## config.mk

```make
export PLATFORM = sky130hd
export DESIGN_NAME = atx_uart
export DESIGN_NICKNAME = d
export VERILOG_FILES = /design/src/rtl/atx_uart.sv
export SDC_FILE = /design/constraint.sdc
export NUM_CORES = 1
export LEC_CHECK = 0
export BUFFER_PORTS_ARGS = -buffer_cell sky130_fd_sc_hd__buf_4
export CAP_MARGIN = 0
export CORE_ASPECT_RATIO = 0.6
export CORE_UTILIZATION = 42
export CTS_BUF_LIST = sky130_fd_sc_hd__clkbuf_8
export CTS_CLUSTER_SIZE = 10
export DETAILED_ROUTE_END_ITERATION = 12
export GPL_TIMING_DRIVEN = 0
export SYNTH_ARGS = -nofsm -noshare
export SYNTH_HDL_FRONTEND = slang
export SYNTH_SLANG_ARGS = --single-unit
```

## constraint.sdc

```tcl
create_clock -name clk -period 2.1 [get_ports clk]
set_input_delay 0 -clock clk [delete_from_list [all_inputs] [get_ports clk]]
set_output_delay 0 -clock clk [all_outputs]
set_load 0.005 [all_outputs]
```

## src/rtl/atx_uart.sv

```systemverilog
// ============================================================================
//  Module   : atx_uart
//  Purpose  : Byte-serialising UART transmitter (8N1/8N2) driven by a
//             level-style load handshake from the FETCH processor.
//  Revision : 1.0
// ============================================================================
`default_nettype none

module atx_uart #(
    parameter int CLKS_PER_BIT = 434,
    parameter int STOP_BITS    = 1
) (
    input  logic       clk,
    input  logic       reset_n,
    input  logic [7:0] atx_data,
    input  logic       atx_load,
    output logic       atx_busy,
    output logic       txd
);

    localparam int                BAUD_W    = (CLKS_PER_BIT > 1) ? $clog2(CLKS_PER_BIT) : 1;
    localparam logic [BAUD_W-1:0] BAUD_LAST = BAUD_W'(CLKS_PER_BIT - 1);
    localparam logic [BAUD_W-1:0] BAUD_ONE  = BAUD_W'(1);
    localparam logic [2:0]        STOP_LAST = 3'(STOP_BITS - 1);

    typedef enum logic [1:0] {
        IDLE  = 2'd0,
        START = 2'd1,
        DATA  = 2'd2,
        STOP  = 2'd3
    } state_t;

    state_t              state_q, state_d;
    logic                load_q, load_d;
    logic [7:0]          shift_q, shift_d;
    logic [2:0]          bit_cnt_q, bit_cnt_d;
    logic [BAUD_W-1:0]   baud_cnt_q, baud_cnt_d;
    logic                txd_q, txd_d;
    logic                bit_end;

    // load_q resets high so a load level held through reset release is not an edge.
    always_ff @(posedge clk or negedge reset_n) begin
        if (!reset_n) begin
            state_q    <= IDLE;
            load_q     <= 1'b1;
            shift_q    <= 8'h00;
            bit_cnt_q  <= 3'd0;
            baud_cnt_q <= '0;
            txd_q      <= 1'b1;
        end else begin
            state_q    <= state_d;
            load_q     <= load_d;
            shift_q    <= shift_d;
            bit_cnt_q  <= bit_cnt_d;
            baud_cnt_q <= baud_cnt_d;
            txd_q      <= txd_d;
        end
    end

    assign bit_end = (baud_cnt_q == BAUD_LAST);

    // txd_d is computed for the state being entered so the pin changes on
    // the same edge as the state register.
    always_comb begin
        state_d    = state_q;
        load_d     = atx_load;
        shift_d    = shift_q;
        bit_cnt_d  = bit_cnt_q;
        baud_cnt_d = bit_end ? '0 : (baud_cnt_q + BAUD_ONE);
        txd_d      = txd_q;

        case (state_q)
            IDLE: begin
                baud_cnt_d = '0;
                txd_d      = 1'b1;
                if (atx_load && !load_q) begin
                    state_d   = START;
                    shift_d   = atx_data;
                    bit_cnt_d = 3'd0;
                    txd_d     = 1'b0;
                end
            end
            START: begin
                txd_d = 1'b0;
                if (bit_end) begin
                    state_d = DATA;
                    txd_d   = shift_q[0];
                end
            end
            DATA: begin
                txd_d = shift_q[0];
                if (bit_end) begin
                    shift_d = {1'b0, shift_q[7:1]};
                    if (bit_cnt_q == 3'd7) begin
                        state_d   = STOP;
                        bit_cnt_d = 3'd0;
                        txd_d     = 1'b1;
                    end else begin
                        bit_cnt_d = bit_cnt_q + 3'd1;
                        txd_d     = shift_q[1];
                    end
                end
            end
            STOP: begin
                txd_d = 1'b1;
                if (bit_end) begin
                    if (bit_cnt_q == STOP_LAST) begin
                        state_d   = IDLE;
                        bit_cnt_d = 3'd0;
                    end else begin
                        bit_cnt_d = bit_cnt_q + 3'd1;
                    end
                end
            end
            default: begin
                state_d = IDLE;
                txd_d   = 1'b1;
            end
        endcase
    end

    assign atx_busy = (state_q != IDLE);
    assign txd      = txd_q;

endmodule

`default_nettype wire

```

==> flow_summary_export.csv, run 1 <==
group,metric,value,unit
min_path,min_path_cells,3,
setup_path,required,2.25,ns
sta,tightest_slew,0.629,ns
cts,clock_path_buffers,2,
global_routing,grt_use_total,16.8,%
placed_design,buffer_ports.inserted,12,
sta,fin_crit_sh,93.1,%
setup_path,arrival,2.11,ns
sta,maxSlewHeadroom,57.8,%
yosys,async_flop_share,100,%
yosys,ys_seq_elements,24,
layout,postLayoutCellArea,1550,um^2
drt,vias,919,
drt,dr.pass1.iters,4,
drt,via_per_inst,5.08,
yosys,syn_area,1330,um^2
cts,cts_tree,"built",
sta,rsz0062_at_grt,"false",
sta,holdWs,0.0883,ns
yosys,yosys_warnings,0,
cts,clk_transition_reported_paths,0.09,ns
global_routing,antenna_found_initial,0,
yosys,syn_inst,121,
sta,skew,0.00495,ns
yosys,synth_edf_count,0,
setup_path,crit_type,"reg -> reg",
setup_path,cp_max_fo,8,
global_routing,grt_pass1_vias,870,
power_and_ir_drop,netSwitchingFraction,20.0,%
floorplan,die_h,45.5,um
floorplan,rows,15,
floorplan,chipWidth,74.5,um
power_and_ir_drop,p_int,0.652,mW
run_status,outcome,"finished, final reports clean",
job,cap_violations,0,
cts,postCtsSetupBuffers,0,
power_and_ir_drop,total_power,0.815,mW
cts,cts_root_buf,"clkbuf_8",
power_and_ir_drop,p_seq_share,56.9,%
power_and_ir_drop,switching_power,0.163,mW
placed_design,globalplace.congestion,0.772,
global_routing,grt_max_degree,25,
cts,h-tree-depth,1,
layout,final_util,53.0,%
cts,cts_buffers,3,
sta,hold_viol_final,0,
layout,diodes,0,
yosys,ys.flop_type,"dfrtp_1",
power_and_ir_drop,share_comb_of_total_power,4.3,%
layout,syn2layout_area_growth,17.0,%
placed_design,placed_cell_area,1470,um^2
yosys,syn_area_per_cell,11.0,um^2
drt,ant_nets,0,
global_routing,overflow,0,
power_and_ir_drop,clock_power_share,38.8,%
cts,clock_latency,0.27,ns
yosys,ys_seq_area_share,45.5,%
drt,drt_iter0_markers,39,
drt,detail_route.wl_per_cell,13.4,um
floorplan,die_area,3390,um^2
placed_design,hpwlAfterDp,1810,um
power_and_ir_drop,p_leak,0.715,nW
power_and_ir_drop,p_per_area,525,nW/um^2
yosys,syn-num-nets,142,
floorplan,start_util,45.3,%
setup_path,reg2reg_depth,5,
sta,fmax,512,MHz
drt,drt-total-wl,2430,um
power_and_ir_drop,ir_drop,0.289,mV
layout,nets,161,
setup_path,critical_path.endpoint_type,"flop",
setup_path,cp-start-kind,"flop",
global_routing,grt_pass1_wl,4090,um
cts,cts.sinks,24,
layout,layout_commonest_cell,"dfrtp_1",
drt,drcViolationCount,0,
sta,finalMaxSlewViolations,0,
floorplan,core,2930,um^2
sta,setup_viol,0,
yosys,synth_cell_types,32,
sta,finalCriticalPeriod,1.95,ns
min_path,min_path_type,"in -> reg",
layout,final_layout_size_suffix_gt1_share,29.5,%
layout,final_cell_mix,"22 x dfrtp_1, 16 x mux2_2, 13 x nor2_1",
floorplan,ios,13,
metal layers:
layer  vias up  track usage [%]  part of all wire (%)
li1        458                -                     -
met1       450             25.0                    56
met2         7             23.2                    41
met3         4             4.65                   2.3
met4         0             5.66                   1.1
met5         -                0                     0
synth_stat cells (all sizes together), types with 3 or more instances:
cell,count,area [um^2]
dfrtp,22,551
o21ai,6,33.8
nand3,4,20.0
a21oi,3,15.0
ha,10,125
nor2,14,60.1
nor3,3,20.0
inv,12,45.0
o211ai,3,27.5
xnor2,4,35.0
mux2,16,180
registers in the layout, summed over array words and instances (netlist names):
| register | flops |
|---|---|
| baud_cnt_q | 9 |
| state_q | 2 |
| txd | 1 |
| bit_cnt_q | 3 |
| load_q | 1 |
| shift_q | 8 |
power by group through the flow:
stage               combinational, mW  clock [mW]  sequential, mW
floorplan                     0.00699           0           0.473
global placement               0.0311           0           0.473
detailed placement             0.0316           0           0.473
CTS                            0.0360       0.325           0.464
global route                   0.0385       0.342           0.464
finish                         0.0350       0.316           0.464
per-stage QoR:
stage	worst slack, ns	std cells	setup TNS (ns)
finish	0.145	181	0
global route	0.0242	181	0
CTS	0.0546	182	0
detailed placement	-0.103	175	-0.473
global placement	-0.0559	175	-0.240
floorplan	0.216	121	0
logic make-up after synthesis:
kind of cell / after synthesis / synth area share [%]
AO/OA/AOI/OAI: 18 / 9.43
XOR/XNOR: 5 / 3.30
adder cells (fa/ha/maj): 10 / 9.43
buffers and inverters: 15 / 4.81
flip-flops: 24 / 45.5
multiplexers: 18 / 15.1
AND/OR/NAND/NOR: 31 / 12.5
path summary, 6_finish.rpt:
path | slack (ns) | start | endpoint
max reg2reg | 0.15 | baud_cnt_q[2]$_DFF_PN0_ | shift_q[5]$_DFFE_PN0P_
min | 0.09 | atx_data[2] | shift_q[2]$_DFFE_PN0P_
min reg2reg | 0.51 | shift_q[3]$_DFFE_PN0P_ | shift_q[3]$_DFFE_PN0P_
min in group asynchronous | 0.16 | reset_n | state_q[0]$_DFFE_PN0P_
max in group asynchronous | 1.65 | reset_n | txd$_DFF_PN1_
max | 0.15 | baud_cnt_q[2]$_DFF_PN0_ | shift_q[5]$_DFFE_PN0P_
repair_timing:
item,4_1_cts,5_1_grt
gates resized for setup,1,0
setup endpoints to repair,5,7
hold buffers,3,0
hold endpoints to repair,26,0
worst max-delay path, stage by stage, from the launching register on:
cell,delay (ns)
dfrtp_1,0.43
or4b_4,0.58
nor3_2,0.19
o21a_1,0.16
buf_6,0.13
mux2_2,0.34
area by class of cell:
cell class	count	area, um^2
Multi-Input combinational cell	82	659
Inverter	12	45.0
Buffer	2	16.3
Timing Repair Buffer	15	120
Fill cell	271	1380
Sequential cell	24	603
Tap cell	42	52.6
Clock buffer	4	55.1
Note: power is estimated with default switching activity, not from simulation.
==> inputs of run 2 (changes only) <==
--- a/config.mk
+++ b/config.mk
@@ -8,11 +8,12 @@
 export BUFFER_PORTS_ARGS = -buffer_cell sky130_fd_sc_hd__buf_4
 export CAP_MARGIN = 0
 export CORE_ASPECT_RATIO = 0.6
-export CORE_UTILIZATION = 42
+export CORE_UTILIZATION = 58
 export CTS_BUF_LIST = sky130_fd_sc_hd__clkbuf_8
 export CTS_CLUSTER_SIZE = 10
 export DETAILED_ROUTE_END_ITERATION = 12
 export GPL_TIMING_DRIVEN = 0
+export PLACE_DENSITY = 0.78
 export SYNTH_ARGS = -nofsm -noshare
 export SYNTH_HDL_FRONTEND = slang
 export SYNTH_SLANG_ARGS = --single-unit
==> flow_summary_export.csv, run 2 (synthesis results as in run 1) <==
group,metric,value,unit
global_routing,met2_usage,42.8,%
global_routing,grt_use_met1,31.4,%
setup_path,ff2ff_setup_slack,0.13,ns
setup_path,reg2reg_depth,5,
power_and_ir_drop,total_power,0.776,mW
setup_path,arrival,2.12,ns
cts,clk_transition_reported_paths,0.08,ns
cts,clock_latency,0.27,ns
setup_path,required,2.26,ns
layout,final_cell_mix,"22 x dfrtp_1, 16 x mux2_2, 13 x inv_1, 13 x nor2_1, 12 x buf_4",
layout,diodes,0,
cts,cts_tree,"built",
layout,layout_commonest_cell,"dfrtp_1",
placed_design,globalplace.congestion,0.836,
sta,fmax,509,MHz
global_routing,grt_max_degree,25,
sta,fin_ws,0.134,ns
cts,cts.sinks,24,
setup_path,r2r_start,"baud_cnt_q[6]$_DFF_PN0_",
layout,nets,161,
sta,rsz0062_at_grt,"false",
layout,top_register,"baud_cnt_q",
drt,drcViolationCount,0,
floorplan,core,2000,um^2
global_routing,grt_use_total,24.4,%
drt,via_per_inst,5.56,
setup_path,crit_start,"baud_cnt_q[6]$_DFF_PN0_",
layout,n_fill_cell,137,
sta,maxSlewHeadroom,57.6,%
global_routing,grt_pass1_vias,940,
floorplan,die_area,2490,um^2
setup_path,crit_type,"reg -> reg",
drt,ant_nets,0,
placed_design,pre_cts_ws,-0.0952,ns
run_status,outcome,"finished, final reports clean",
cts,postCtsSetupBuffers,0,
min_path,min_path_type,"in -> reg",
layout,seq_area,603,um^2
floorplan,die_h,39.0,um
sta,tightest_slew,0.632,ns
sta,skew,0.00473,ns
placed_design,buffer_ports.inserted,12,
cts,clock_path_buffers,2,
floorplan,start_util,66.4,%
global_routing,overflow,0,
layout,multi_input_area,662,um^2
floorplan,ios,13,
cts,cts_root_buf,"clkbuf_8",
placed_design,hpwlAfterDp,1830,um
global_routing,use_met3,6.18,%
global_routing,top_usage_layer,"met2",
cts,cts_buffers,3,
setup_path,cp_max_fo,8,
global_routing,grt_pass1_wl,4280,um
floorplan,chipWidth,63.7,um
drt,vias,929,
global_routing,antenna_found_initial,0,
cts,h-tree-depth,1,
drt,drt-total-wl,2460,um
layout,final_layout_size_suffix_gt1_share,29.5,%
drt,detail_route.wl_per_cell,14.8,um
setup_path,cp-start-kind,"flop",
sta,finalCriticalPeriod,1.97,ns
layout,syn2layout_area_growth,15.1,%
setup_path,critical_path.endpoint_type,"flop",
power_and_ir_drop,ir_drop,0.353,mV
power_and_ir_drop,p_leak,0.710,nW
sta,hold_viol_final,0,
layout,reg_top3,"baud_cnt_q (9), shift_q (8), bit_cnt_q (3)",
drt,drt_iter0_markers,53,
layout,largest_reg_flops,9,
sta,fin_crit_sh,93.6,%
sta,setup_viol,0,
drt,dr.pass1.iters,4,
job,cap_violations,0,
sta,finalMaxSlewViolations,0,
power_and_ir_drop,p_per_area,508,nW/um^2
floorplan,rows,12,
setup_path,r2r_end,"shift_q[3]$_DFFE_PN0P_",
setup_path,worstSetupEndpoint,"shift_q[3]$_DFFE_PN0P_",
-- run 2: per-stage QoR --
stage	std cells	utilization [%]	hold WS [ns]	setup TNS (ns)	area [um^2]
floorplan	121	-	-0.296	0	1330
global placement	161	72.7	-0.0874	-0.102	1450
detailed placement	161	72.7	-0.0826	-0.422	1450
CTS	168	76.5	0.0845	0	1530
global route	167	76.4	0.107	0	1530
finish	167	76.4	0.0846	0	1530
-- run 2: how the worst min path moves through the flow --
stage,from,endpoint,slack (ns),depth (start not counted)
2_1_floorplan,reset_n,baud_cnt_q[0]$_DFF_PN0_,-0.30,0
3_3_place_gp,reset_n,baud_cnt_q[6]$_DFF_PN0_,-0.09,1
3_5_place_dp,reset_n,bit_cnt_q[1]$_DFFE_PN0P_,-0.08,1
5_1_grt,atx_data[1],shift_q[1]$_DFFE_PN0P_,0.11,3
4_1_cts,atx_data[6],shift_q[6]$_DFFE_PN0P_,0.08,3
6_report,atx_data[6],shift_q[6]$_DFFE_PN0P_,0.08,3
-- run 2: what timing repair did --
item,CTS,global route
endpoints found under the setup margin,5,7
hold buffers,3,0
endpoints found under the hold margin,26,0
gates resized for setup,1,1
-- run 2: power by group --
part	switching (mW)	internal [mW]	total [mW]
registers	0.000148	0.463	0.464
clock network	0.146	0.131	0.277
logic	0.0147	0.0207	0.0355
-- run 2: area by class of cell --
cell class | instances | share of cell area [%]
flip-flops and latches | 24 | 39.5
well taps | 28 | 2.30
inverters | 12 | 2.95
multi-input cells | 82 | 43.4
clock inverters | 1 | 0.246
repair buffers | 15 | 7.87
clock buffers | 3 | 2.70
plain buffers | 2 | 1.07
-- run 2: per-layer routing --
| metal | part of all wire [%] | vias up | wire (um) |
|---|---|---|---|
| met1 | 51 | 450 | 1250 |
| li1 | - | 457 | - |
| met2 | 44 | 19 | 1100 |
| met3 | 4.2 | 3 | 103 |
| met4 | 0.45 | 0 | 11 |
| met5 | 0 | - | 0 |
-- run 2: critical path, cell delays in order, from the launching register on --
cell and delay, ns:
dfrtp_1 0.44, or4b_4 0.60, nor3_2 0.18, o21a_1 0.16, buf_6 0.13, mux2_2 0.33
